$ cat src/rtl/tdm_demux_pkg.sv
// ---------------------------------------------------------------------------
// tdm_demux_pkg : shared types and constants for the TDM demux    (rev 1.0)
// ---------------------------------------------------------------------------
`default_nettype none

package tdm_demux_pkg;

  localparam int DEFAULT_WIDTH = 8;

  typedef enum logic [1:0] {
    IDLE = 2'd0,
    CH0  = 2'd1,
    CH1  = 2'd2
  } state_t;

  // Bit-counter width able to hold 0..w-1, never narrower than one bit.
  function automatic int cnt_width(input int w);
    return (w <= 2) ? 1 : $clog2(w);
  endfunction

endpackage

`default_nettype wire

$ cat src/rtl/sipo_shift.sv
// ---------------------------------------------------------------------------
// sipo_shift : MSB-first serial-in parallel-out shift register     (rev 1.0)
// ---------------------------------------------------------------------------
`default_nettype none

module sipo_shift #(
  parameter int WIDTH = 8
) (
  input  logic             clk,
  input  logic             rst_n,
  input  logic             shift_en,
  input  logic             clr,
  input  logic             din,
  output logic [WIDTH-1:0] q
);

  // clr together with shift_en starts a fresh word with din as its first bit.
  always_ff @(posedge clk or negedge rst_n) begin
    if (!rst_n) begin
      q <= '0;
    end else if (shift_en) begin
      if (clr) begin
        q <= WIDTH'(din);
      end else begin
        q <= (q << 1) | WIDTH'(din);
      end
    end else if (clr) begin
      q <= '0;
    end
  end

endmodule

`default_nettype wire

$ cat src/rtl/tdm_demux2.sv
// ---------------------------------------------------------------------------
// tdm_demux2 : two-channel TDM serial demultiplexer with resync    (rev 1.0)
// ---------------------------------------------------------------------------
`default_nettype none

module tdm_demux2
  import tdm_demux_pkg::*;
#(
  parameter int WIDTH = DEFAULT_WIDTH
) (
  input  logic             clk,
  input  logic             rst_n,
  input  logic             en,
  input  logic             din,
  input  logic             frame_sync,
  output logic [WIDTH-1:0] ch0_data,
  output logic             ch0_valid,
  output logic [WIDTH-1:0] ch1_data,
  output logic             ch1_valid,
  output logic             sel,
  output logic             frame_err
);

  localparam int               CNT_W = cnt_width(WIDTH);
  localparam logic [CNT_W-1:0] LAST  = CNT_W'(WIDTH - 1);
  localparam logic [CNT_W-1:0] ONE   = CNT_W'(1);

  state_t             state;
  state_t             state_nx;
  logic [CNT_W-1:0]   cnt;
  logic [CNT_W-1:0]   cnt_nx;
  logic               shift_en;
  logic               clr;
  logic               load0;
  logic               load1;
  logic               err;
  logic [WIDTH-1:0]   q;
  logic [WIDTH-1:0]   word;

  sipo_shift #(
    .WIDTH (WIDTH)
  ) u_sipo (
    .clk      (clk),
    .rst_n    (rst_n),
    .shift_en (shift_en),
    .clr      (clr),
    .din      (din),
    .q        (q)
  );

  // Completed word including the bit sampled on this edge (zero-latency load).
  assign word = (q << 1) | WIDTH'(din);

  always_ff @(posedge clk or negedge rst_n) begin
    if (!rst_n) begin
      state <= IDLE;
      cnt   <= '0;
    end else begin
      state <= state_nx;
      cnt   <= cnt_nx;
    end
  end

  always_comb begin
    state_nx = state;
    cnt_nx   = cnt;
    shift_en = 1'b0;
    clr      = 1'b0;
    load0    = 1'b0;
    load1    = 1'b0;
    err      = 1'b0;
    if (en) begin
      // A sync always restarts channel 0, even on the bit that would finish a word.
      if (frame_sync) begin
        shift_en = 1'b1;
        clr      = 1'b1;
        cnt_nx   = ONE;
        state_nx = CH0;
        err      = (state != IDLE);
      end else begin
        case (state)
          IDLE: begin
            state_nx = IDLE;
          end
          CH0: begin
            shift_en = 1'b1;
            if (cnt == LAST) begin
              load0    = 1'b1;
              cnt_nx   = '0;
              state_nx = CH1;
            end else begin
              cnt_nx = cnt + ONE;
            end
          end
          CH1: begin
            shift_en = 1'b1;
            if (cnt == LAST) begin
              load1    = 1'b1;
              cnt_nx   = '0;
              state_nx = IDLE;
            end else begin
              cnt_nx = cnt + ONE;
            end
          end
          default: begin
            state_nx = IDLE;
            cnt_nx   = '0;
          end
        endcase
      end
    end
  end

  always_ff @(posedge clk or negedge rst_n) begin
    if (!rst_n) begin
      ch0_data  <= '0;
      ch1_data  <= '0;
      ch0_valid <= 1'b0;
      ch1_valid <= 1'b0;
      frame_err <= 1'b0;
    end else begin
      ch0_valid <= load0;
      ch1_valid <= load1;
      frame_err <= err;
      if (load0) begin
        ch0_data <= word;
      end
      if (load1) begin
        ch1_data <= word;
      end
    end
  end

  assign sel = (state == CH1);

endmodule

`default_nettype wire
$ cat config.mk
export PLATFORM = sky130hd
export DESIGN_NAME = tdm_demux2
export DESIGN_NICKNAME = d
export VERILOG_FILES = /design/src/rtl/tdm_demux_pkg.sv /design/src/rtl/sipo_shift.sv /design/src/rtl/tdm_demux2.sv
export SDC_FILE = /design/constraint.sdc
export NUM_CORES = 1
export LEC_CHECK = 0
export CAP_MARGIN = 20
export CORE_UTILIZATION = 53
export CTS_BUF_LIST = sky130_fd_sc_hd__clkbuf_4 sky130_fd_sc_hd__clkbuf_8
export DETAILED_ROUTE_END_ITERATION = 8
export GPL_TIMING_DRIVEN = 0
export PLACE_DENSITY_LB_ADDON = 0.25
export SETUP_SLACK_MARGIN = 0.5
export SYNTH_ARGS = -nofsm -noshare
export SYNTH_HDL_FRONTEND = slang
export SYNTH_HIERARCHICAL = 1
export SYNTH_SLANG_ARGS = --single-unit
$ cat constraint.sdc
create_clock -name clk -period 1.9 [get_ports clk]
set_clock_uncertainty 0.2 [all_clocks]
set_input_delay 0.285 -clock clk [delete_from_list [all_inputs] [get_ports clk]]
set_output_delay 0.285 -clock clk [all_outputs]
set_load 0.05 [all_outputs]
==> flow_summary.ini <==
[global_route]
grt-ovfl-total = 0
grt_pass1_wl_mm = 4.95
antenna_found_initial = 0
grt_pass1_vias = 981
grt_usage = 0.272
grt_max_degree = 19

[placement]
io_buffers = 24
gp_congestion = 0.808
dpl.hpwl_mm = 1.76

[cells_and_area]
fillers = 90
register_area_um2 = 776
layout-drive-gt1-share = 0.513
multi_input_area_um2 = 656
area_delta_synth_final_pct = 50.0
final_nets = 164
antenna_cells = 0

[timing]
setup-tns-final_ps = 0
max_slew_margin = 0.488
fmax_ghz = 0.564
maxSlewViolCount = 0
finalCritPeriodShare = 0.933
hold_viol_final = 0
period_needed_ps = 1770
tightestPinTransition_ps = 766
rsz0062_at_grt = yes
setup_violations = 0

[synthesis]
syn_area_um2 = 1350
syn_inst = 103
syn_avg_cell_area_um2 = 13.1
yosys_warnings = 6
syn_nets = 114

[critical_path]
crit_type = register to register
cpMaxStageDelayCell = dfrtp_1
worstPathMaxFanout = 5
path_delay_family = flip-flops
cp_cell_sequence = inv_2 > ha_1 > nand3_2 > mux2_2
required_ps = 1940
path_buf_inv = 1
critPathMaxStageDelay_ps = 450
worstSetupStartpointType = register
crit_arrival_ps = 1810
crit_path_end_kind = register

[detailed_routing]
vias = 1065
dr.first_iter.drc_count = 20
totalWireLength_mm = 3.89
drc = 0
ant_nets = 0
vias_per_cell = 5.85
drt-pass1-iter-count = 4
post_drt_wl_per_cell_um = 21.3

[run]
cap_violations = 0

[die]
die_area_um2 = 2760
io_pins = 25
die_w_um = 52.5
die_h_um = 52.5
start_util = 0.588
rows = 17
coreArea_um2 = 2300

[clock_network]
htreeDepth = 2
root_buffer = clkbuf_4
clk_path_buf_depth = 2
cts_tree = built
clkTransAtPathRegs_ps = 110
numCtsBuffers = 5
cts_sinks = 31
clock_latency_ps = 340

[power]
vdd_drop_max_mv = 0.962
power_w = 0.00161
p_per_area_nw_per_um2 = 795
p_leak_nw = 1.04

[worst_hold_path]
hold_class = primary input to async pin

[outcome]
status = finished clean
[worst register-to-register path, cell delays in order, from the launching register on]
cell and delay, ps:
dfrtp_1 450, inv_2 130, ha_1 340, nand3_2 230, mux2_2 340
[power breakdown]
group | internal, W | total (W) | switching, W | leakage (nW)
Sequential | 0.000696 | 0.000737 | 0.0000409 | 0.423
Clock | 0.000311 | 0.000552 | 0.000241 | 0.0482
Combinational | 0.000152 | 0.000324 | 0.000171 | 0.570
Total | 0.00116 | 0.00161 | 0.000453 | 1.04
[layout by cell type, fill, tap and decap left out, drive strengths merged]
master / count
a21oi: 1
a221oi: 1
a22o: 1
a22oi: 1
buf: 39
bufinv: 1
clkbuf: 6
clkdlybuf4s50: 2
clkinv: 1
dfrtp: 31
dlygate4sd2: 2
ha: 6
inv: 9
mux2: 16
mux2i: 6
nand2: 3
nand3: 4
nand4: 1
nand4b: 1
nor2: 11
nor2b: 3
o2111ai: 1
o21ai: 6
o311ai: 1
[final cells by class]
| type | instances | share of cell area |
|---|---|---|
| multi-input cells | 63 | 0.323 |
| well taps | 28 | 0.0173 |
| inverters | 9 | 0.0167 |
| repair buffers | 41 | 0.208 |
| plain buffers | 2 | 0.00926 |
| clock buffers | 6 | 0.0253 |
| flip-flops and latches | 31 | 0.383 |
| clock inverters | 2 | 0.0173 |
[final timing paths]
check / startpoint / to / slack (ps) / cells past startpoint
hold reg to reg: ch0_data[5] / ch0_data[5] / 340 / 1
setup reg to reg: state[1] / ch0_data[7] / 130 / 4
setup / recovery: state[1] / ch0_data[7] / 130 / 4
min in group clk: en / cnt[2] / 270 / 3
hold / removal: rst_n / cnt[0] / 180 / 1
max in group asynchronous: rst_n / ch0_data[4] / 760 / 2
[stage by stage]
stage               cell area, um^2  utilization  setup WS [ps]  instances  hold WS, ps
finish                         2030        0.882            128        182          176
global route                   2030        0.882           85.6        182          211
CTS                            1850        0.807            204        168          197
detailed placement             1720        0.747          -82.1        156          295
global placement               1690        0.735           -187        155          289
floorplan                      1410            -            358        103         -211
[layer usage]
| metal | GRT usage | vias to the layer above | share of wire |
|---|---|---|---|
| met2 | 0.435 | 50 | 0.50 |
| met5 | 0 | - | 0 |
| met4 | 0.140 | 0 | 0.049 |
| li1 | - | 465 | - |
| met3 | 0.101 | 19 | 0.045 |
| met1 | 0.317 | 531 | 0.41 |
[state kept, by name, indices dropped and copies added (netlist names)]
register,flops
state,2
ch1_valid,1
cnt,3
frame_err,1
ch1_data,8
ch0_valid,1
u_sipo/q,7
ch0_data,8
[what timing repair did]
item | in CTS | in global routing
gates cloned | 2 | 0
hold buffers | 0 | 0
setup endpoints to repair | 48 | 49
pin swaps | 1 | 5
setup buffers | 2 | 14
resized for setup | 139 | 18
endpoints found under the hold margin | 0 | 0
(Power assumes the default switching activity.)
